## src/rtl/microwave_pkg.sv

```systemverilog
// Shared types and constants for the microwave cook timer.
// Contents: FSM state enum, BCD digit type, BCD digit limits.
// No ports; imported by microwave_timer and bcd_digit_dec.
package microwave_pkg;

    typedef enum logic [1:0] {
        IDLE = 2'd0,  // time zero, never run
        SET  = 2'd1,  // time nonzero, not counting
        RUN  = 2'd2,  // counting down
        DONE = 2'd3   // expired
    } timer_state_t;

    typedef logic [3:0] bcd_t;

    localparam bcd_t BCD_MAX_SEC_TENS = 4'd5;
    localparam bcd_t BCD_MAX_DIGIT    = 4'd9;

endpackage

```

## src/rtl/bcd_digit_dec.sv

```systemverilog
// One BCD digit of a borrow-chain decrementer (pure combinational, no latency).
// Ports: digit_i/borrow_i in; digit_o/borrow_o out; wrap_i is the value loaded on borrow from 0.
// Chained ones -> tens -> minutes to decrement M:SS by one second.
module bcd_digit_dec
    import microwave_pkg::*;
(
    input  bcd_t digit_i,
    input  logic borrow_i,
    input  bcd_t wrap_i,
    output bcd_t digit_o,
    output logic borrow_o
);

    always_comb begin
        digit_o  = digit_i;
        borrow_o = 1'b0;
        if (borrow_i) begin
            if (digit_i == 4'd0) begin
                digit_o  = wrap_i;
                borrow_o = 1'b1;
            end else begin
                digit_o = digit_i - 4'd1;
            end
        end
    end

endmodule

```

## src/rtl/microwave_timer.sv

```systemverilog
// Cook-time countdown timer: keypad BCD entry (M:SS), 1 Hz countdown while magnetron runs.
// Ports: clk/resetn (sync active-low), clearn, magnetron_on, key_valid/key_digit in;
//        timer_done, done_pulse, min_ones/sec_tens/sec_ones, running, beep out.
// Optional macro MICROWAVE_TIMER_BEEP_EN adds a timed beeper; otherwise beep is tied 0.
module microwave_timer
    import microwave_pkg::*;
#(
    parameter int TICKS_PER_SEC = 100,
    parameter int BEEP_SECS     = 3
) (
    input  logic       clk,
    input  logic       resetn,
    input  logic       clearn,
    input  logic       magnetron_on,
    input  logic       key_valid,
    input  logic [3:0] key_digit,
    output logic       timer_done,
    output logic       done_pulse,
    output logic [3:0] min_ones,
    output logic [3:0] sec_tens,
    output logic [3:0] sec_ones,
    output logic       running,
    output logic       beep
);

    localparam int PW = $clog2(TICKS_PER_SEC);
    localparam logic [PW-1:0] PRESC_LAST = PW'(TICKS_PER_SEC - 1);

    timer_state_t  state_q, state_d;
    bcd_t          min_q, min_d, tens_q, tens_d, ones_q, ones_d;
    logic [PW-1:0] presc_q, presc_d;
    logic          timer_done_q, timer_done_d;
    logic          done_pulse_q, done_pulse_d;
    logic          beep_start, beep_stop;

    // Borrow chain: ones always borrows; tens wraps to 5, minutes to 9.
    bcd_t dec_ones, dec_tens, dec_min;
    logic brw_ones, brw_tens, brw_min;

    bcd_digit_dec u_dec_ones (.digit_i(ones_q), .borrow_i(1'b1),     .wrap_i(BCD_MAX_DIGIT),
                              .digit_o(dec_ones), .borrow_o(brw_ones));
    bcd_digit_dec u_dec_tens (.digit_i(tens_q), .borrow_i(brw_ones), .wrap_i(BCD_MAX_SEC_TENS),
                              .digit_o(dec_tens), .borrow_o(brw_tens));
    bcd_digit_dec u_dec_min  (.digit_i(min_q),  .borrow_i(brw_tens), .wrap_i(BCD_MAX_DIGIT),
                              .digit_o(dec_min),  .borrow_o(brw_min));

    logic time_zero, dec_zero, key_ok, count_en;
    bcd_t base_tens, base_ones;

    assign time_zero = (min_q == 4'd0) && (tens_q == 4'd0) && (ones_q == 4'd0);
    assign dec_zero  = (dec_min == 4'd0) && (dec_tens == 4'd0) && (dec_ones == 4'd0);
    assign key_ok    = key_valid && !magnetron_on && (state_q != RUN) &&
                       (key_digit <= BCD_MAX_DIGIT);
    // Counting starts on the same edge RUN is entered, so a full second is
    // exactly TICKS_PER_SEC cycles of magnetron_on; a paused prescaler resumes
    // where it stopped. Zero time never counts (the latch is held reset).
    assign count_en  = magnetron_on && !time_zero;
    // A key in DONE starts a fresh entry from 0:00.
    assign base_tens = (state_q == DONE) ? 4'd0 : tens_q;
    assign base_ones = (state_q == DONE) ? 4'd0 : ones_q;

    always_comb begin
        state_d      = state_q;
        min_d        = min_q;
        tens_d       = tens_q;
        ones_d       = ones_q;
        presc_d      = presc_q;
        done_pulse_d = 1'b0;
        beep_start   = 1'b0;
        beep_stop    = 1'b0;
        if (!clearn) begin
            state_d   = IDLE;
            min_d     = 4'd0;
            tens_d    = 4'd0;
            ones_d    = 4'd0;
            presc_d   = '0;
            beep_stop = 1'b1;
        end else if (count_en) begin
            state_d = RUN;
            if (presc_q == PRESC_LAST) begin
                presc_d = '0;
                min_d   = dec_min;
                tens_d  = dec_tens;
                ones_d  = dec_ones;
                if (dec_zero) begin
                    state_d      = DONE;
                    done_pulse_d = 1'b1;
                    beep_start   = 1'b1;
                end
            end else begin
                presc_d = presc_q + 1'b1;
            end
        end else if (state_q == RUN) begin
            // Door opened / stop: pause, prescaler held.
            state_d = SET;
        end else if (key_ok) begin
            min_d     = base_tens;
            tens_d    = base_ones;
            ones_d    = key_digit;
            state_d   = ((base_tens | base_ones | key_digit) != 4'd0) ? SET : IDLE;
            beep_stop = 1'b1;
        end
    end

    assign timer_done_d = (min_d == 4'd0) && (tens_d == 4'd0) && (ones_d == 4'd0);

    always_ff @(posedge clk) begin
        if (!resetn) begin
            state_q      <= IDLE;
            min_q        <= 4'd0;
            tens_q       <= 4'd0;
            ones_q       <= 4'd0;
            presc_q      <= '0;
            timer_done_q <= 1'b1;
            done_pulse_q <= 1'b0;
        end else begin
            state_q      <= state_d;
            min_q        <= min_d;
            tens_q       <= tens_d;
            ones_q       <= ones_d;
            presc_q      <= presc_d;
            timer_done_q <= timer_done_d;
            done_pulse_q <= done_pulse_d;
        end
    end

`ifdef MICROWAVE_TIMER_BEEP_EN
    localparam int BEEP_CYC = BEEP_SECS * TICKS_PER_SEC;
    localparam int BW       = $clog2(BEEP_CYC + 1);

    logic [BW-1:0] beep_cnt_q, beep_cnt_d;

    always_comb begin
        beep_cnt_d = beep_cnt_q;
        if (beep_stop) begin
            beep_cnt_d = '0;
        end else if (beep_start) begin
            beep_cnt_d = BW'(BEEP_CYC);
        end else if (beep_cnt_q != '0) begin
            beep_cnt_d = beep_cnt_q - 1'b1;
        end
    end

    always_ff @(posedge clk) begin
        if (!resetn) begin
            beep_cnt_q <= '0;
        end else begin
            beep_cnt_q <= beep_cnt_d;
        end
    end

    assign beep = (beep_cnt_q != '0);
`else
    logic unused_beep;
    assign unused_beep = beep_start ^ beep_stop ^ (BEEP_SECS != 0);
    assign beep        = 1'b0;
`endif

    assign timer_done = timer_done_q;
    assign done_pulse = done_pulse_q;
    assign min_ones   = min_q;
    assign sec_tens   = tens_q;
    assign sec_ones   = ones_q;
    assign running    = (state_q == RUN);

endmodule

```

## config.mk

```make
export PLATFORM = sky130hd
export DESIGN_NAME = microwave_timer
export DESIGN_NICKNAME = d
export VERILOG_FILES = /design/src/rtl/microwave_pkg.sv /design/src/rtl/bcd_digit_dec.sv /design/src/rtl/microwave_timer.sv
export SDC_FILE = /design/constraint.sdc
export NUM_CORES = 1
export LEC_CHECK = 0
export CAP_MARGIN = 20
export CORE_ASPECT_RATIO = 1.1
export CORE_MARGIN = 4
export CORE_UTILIZATION = 40
export DETAILED_ROUTE_END_ITERATION = 12
export PLACE_DENSITY = 0.62
export SYNTH_ARGS = -nofsm -noshare
export SYNTH_HDL_FRONTEND = slang
export SYNTH_HIERARCHICAL = 1
export SYNTH_SLANG_ARGS = --single-unit
```

## constraint.sdc

```tcl
create_clock -name clk -period 7.2 [get_ports clk]
set_clock_uncertainty 0.1 [all_clocks]
set_input_delay 0.72 -clock clk [delete_from_list [all_inputs] [get_ports clk]]
set_output_delay 0.72 -clock clk [all_outputs]
set_load 0.01 [all_outputs]
```

==> flow_metrics.py <==
metrics = {
    "status": {
        "status": "finished clean",
    },
    "timing": {
        "finalSetupViolations": 0,
        "tightestPinTransition_ns": 0.851,
        "min_period_ns": 3.08,
        "drv_slew": 0,
        "fin_setup_tns_ns": 0,
        "period_share": 0.427,
        "final-hold-violation-count": 0,
        "timing.slew.headroom": 0.433,
        "rsz0062_at_grt": "no",
        "fmax_mhz": 325,
    },
    "floorplanning": {
        "row_count": 25,
        "die_area_sq_mm": 0.00563,
        "die_h_microns": 78.3,
        "die_x_microns": 71.9,
        "core-area_sq_mm": 0.00432,
        "io_pins": 25,
        "start_util": 0.416,
    },
    "clock_tree": {
        "numCtsBuffers": 3,
        "root_buffer": "clkbuf_8",
        "cts_hold_buf": 0,
        "htree_levels": 1,
        "cts_tree": "done",
        "clkSlewWorstSetupHoldPaths_ns": 0.09,
        "cts_resized": 0,
        "cts_num_sinks": 23,
        "clockBufferDepth": 2,
        "clk_latency_ns": 0.27,
        "cts_setup_buffers": 0,
    },
    "worst_setup_path": {
        "path_max_fanout": 10,
        "r2r_start": "sec_ones[0]$_SDFF_PN0_",
        "crit_path_start": "sec_ones[0]$_SDFF_PN0_",
        "crit_end": "state_q[0]$_SDFFE_PN0P_",
        "r2r_end": "state_q[0]$_SDFFE_PN0P_",
        "reg2reg_depth": 12,
        "slowest_stage": "nor4_1",
        "cp.arrival_ns": 3.16,
        "cpPeakStageDelay_ns": 0.48,
        "critPathKind": "reg2reg",
        "ff2ff_setup_slack_ns": 4.12,
        "end_kind": "flip-flop",
        "cp-start-kind": "flip-flop",
        "critical_path_required_ns": 7.28,
        "path_cells": "inv_1, ha_1, nor3b_4, and2_2, and2_2, nor2_1, a21oi_1, nor4_1, nand3_1, nor3_1, a21oi_1, a311oi_1",
    },
    "route": {
        "via_per_inst": 5.76,
        "drc_errors": 0,
        "vias": 1791,
        "routed_wl_mm": 4.70,
        "drtAntennaViolNets": 0,
        "dr.pass1.iters": 4,
        "drtIter0Drc": 176,
        "post_drt_wl_per_cell_microns": 15.1,
    },
    "placed_design": {
        "place_congestion": 0.828,
        "place_area_sq_mm": 0.00205,
        "io_buffers": 23,
        "hpwl_mm": 3.46,
    },
    "finish": {
        "stdcell_area_sq_mm": 0.00210,
        "nets": 271,
        "fillCellCount": 446,
        "drive_gt1_frac": 0.0700,
        "antenna_cells": 0,
        "areaGrowthSynthToFinish_pct": 16.7,
        "layout_common_cells": "30 x nand3_1, 24 x nor2_1, 23 x dfxtp_1, 23 x clkdlybuf4s50_1, 15 x nor3_1",
        "final_common_cell": "nand3_1",
    },
    "pwr": {
        "internal_power_uw": 252,
        "leakage_uw": 0.000769,
        "p_sw_frac": 0.368,
        "combPwrFrac": 0.408,
        "power_per_cell_area_mw_per_mm2": 190,
        "pwr-share-clk": 0.211,
        "vdd_ir_drop_max_v": 0.000136,
        "p_switching_uw": 147,
        "pwr-share-seq": 0.381,
    },
    "synth": {
        "avgSynthCellArea_sq_um": 7.71,
        "synth_warnings": 6,
        "synth_cells": 233,
        "syn-cell-area_sq_mm": 0.00180,
    },
    "worst_hold_path": {
        "min_from": "presc_q[1]$_SDFFE_PN0N_",
        "min_path_type": "reg2reg",
    },
    "global_routing": {
        "overflow": 0,
        "grt_pass1_vias": 1603,
        "antenna_found_initial": 0,
        "grt.total_usage": 0.169,
        "grt_pass1_wl_mm": 7.78,
        "grt_max_degree": 24,
    },
    "flow_run": {
        "max-cap-violations": 0,
    },
}
## worst max-delay path, delay by kind of cell, from the launching register on
| kind | cells | cell delay, ns |
|---|---|---|
| AND/OR/NAND/NOR | 7 | 1.66 |
| buffers and inverters | 1 | 0.09 |
| flip-flops | 1 | 0.46 |
| adder cells (fa/ha/maj) | 1 | 0.26 |
| AO/OA/AOI/OAI | 3 | 0.41 |
## registers in the layout, summed over array words and instances, names as in the netlist
signal / cells
presc_q: 7
min_ones: 4
sec_ones: 4
sec_tens: 4
state_q: 2
done_pulse: 1
timer_done: 1
## metal layers
metal	vias up	wire length, microns	track usage
li1	911	-	-
met2	56	2250	0.263
met5	-	0	0
met1	822	2090	0.234
met4	0	25	0.0338
met3	2	339	0.0435
## per-stage QoR
step	total power (uW)	setup WS, ns	utilization	instances	hold WS, ns
floorplan	277	4.52	-	245	0.349
global placement	316	3.96	0.474	307	0.372
detailed placement	316	3.93	0.474	307	0.371
CTS	401	4.17	0.486	311	0.384
global route	426	3.92	0.486	311	0.414
finish	399	4.12	0.486	311	0.381
## cell type report
type,instances,area (sq um),share of cell area
Inverter,7,26.3,0.0125
Multi-Input combinational cell,200,1260,0.602
Clock inverter,1,7.51,0.00358
Clock buffer,3,41.3,0.0197
Tap cell,54,67.6,0.0322
Timing Repair Buffer,23,230,0.110
Sequential cell,23,460,0.220
## worst min path at each step
| stage | endpoint | slack [ns] | cells past startpoint |
|---|---|---|---|
| global placement | presc_q[1]$_SDFFE_PN0N_ | 0.37 | 2 |
| global route | presc_q[1]$_SDFFE_PN0N_ | 0.41 | 2 |
| CTS | presc_q[1]$_SDFFE_PN0N_ | 0.38 | 2 |
| floorplan | presc_q[1]$_SDFFE_PN0N_ | 0.35 | 2 |
| detailed placement | presc_q[1]$_SDFFE_PN0N_ | 0.37 | 2 |
| finish | presc_q[1]$_SDFFE_PN0N_ | 0.38 | 2 |
## power by group through the flow
stage / sequential (uW) / clock, uW / combinational, uW
floorplan: 152 / 0 / 125
global placement: 155 / 0 / 161
detailed placement: 155 / 0 / 161
CTS: 152 / 87.3 / 162
global route: 154 / 92.9 / 179
finish: 152 / 84.2 / 163
No activity file was read; power rests on OpenSTA's default activity.
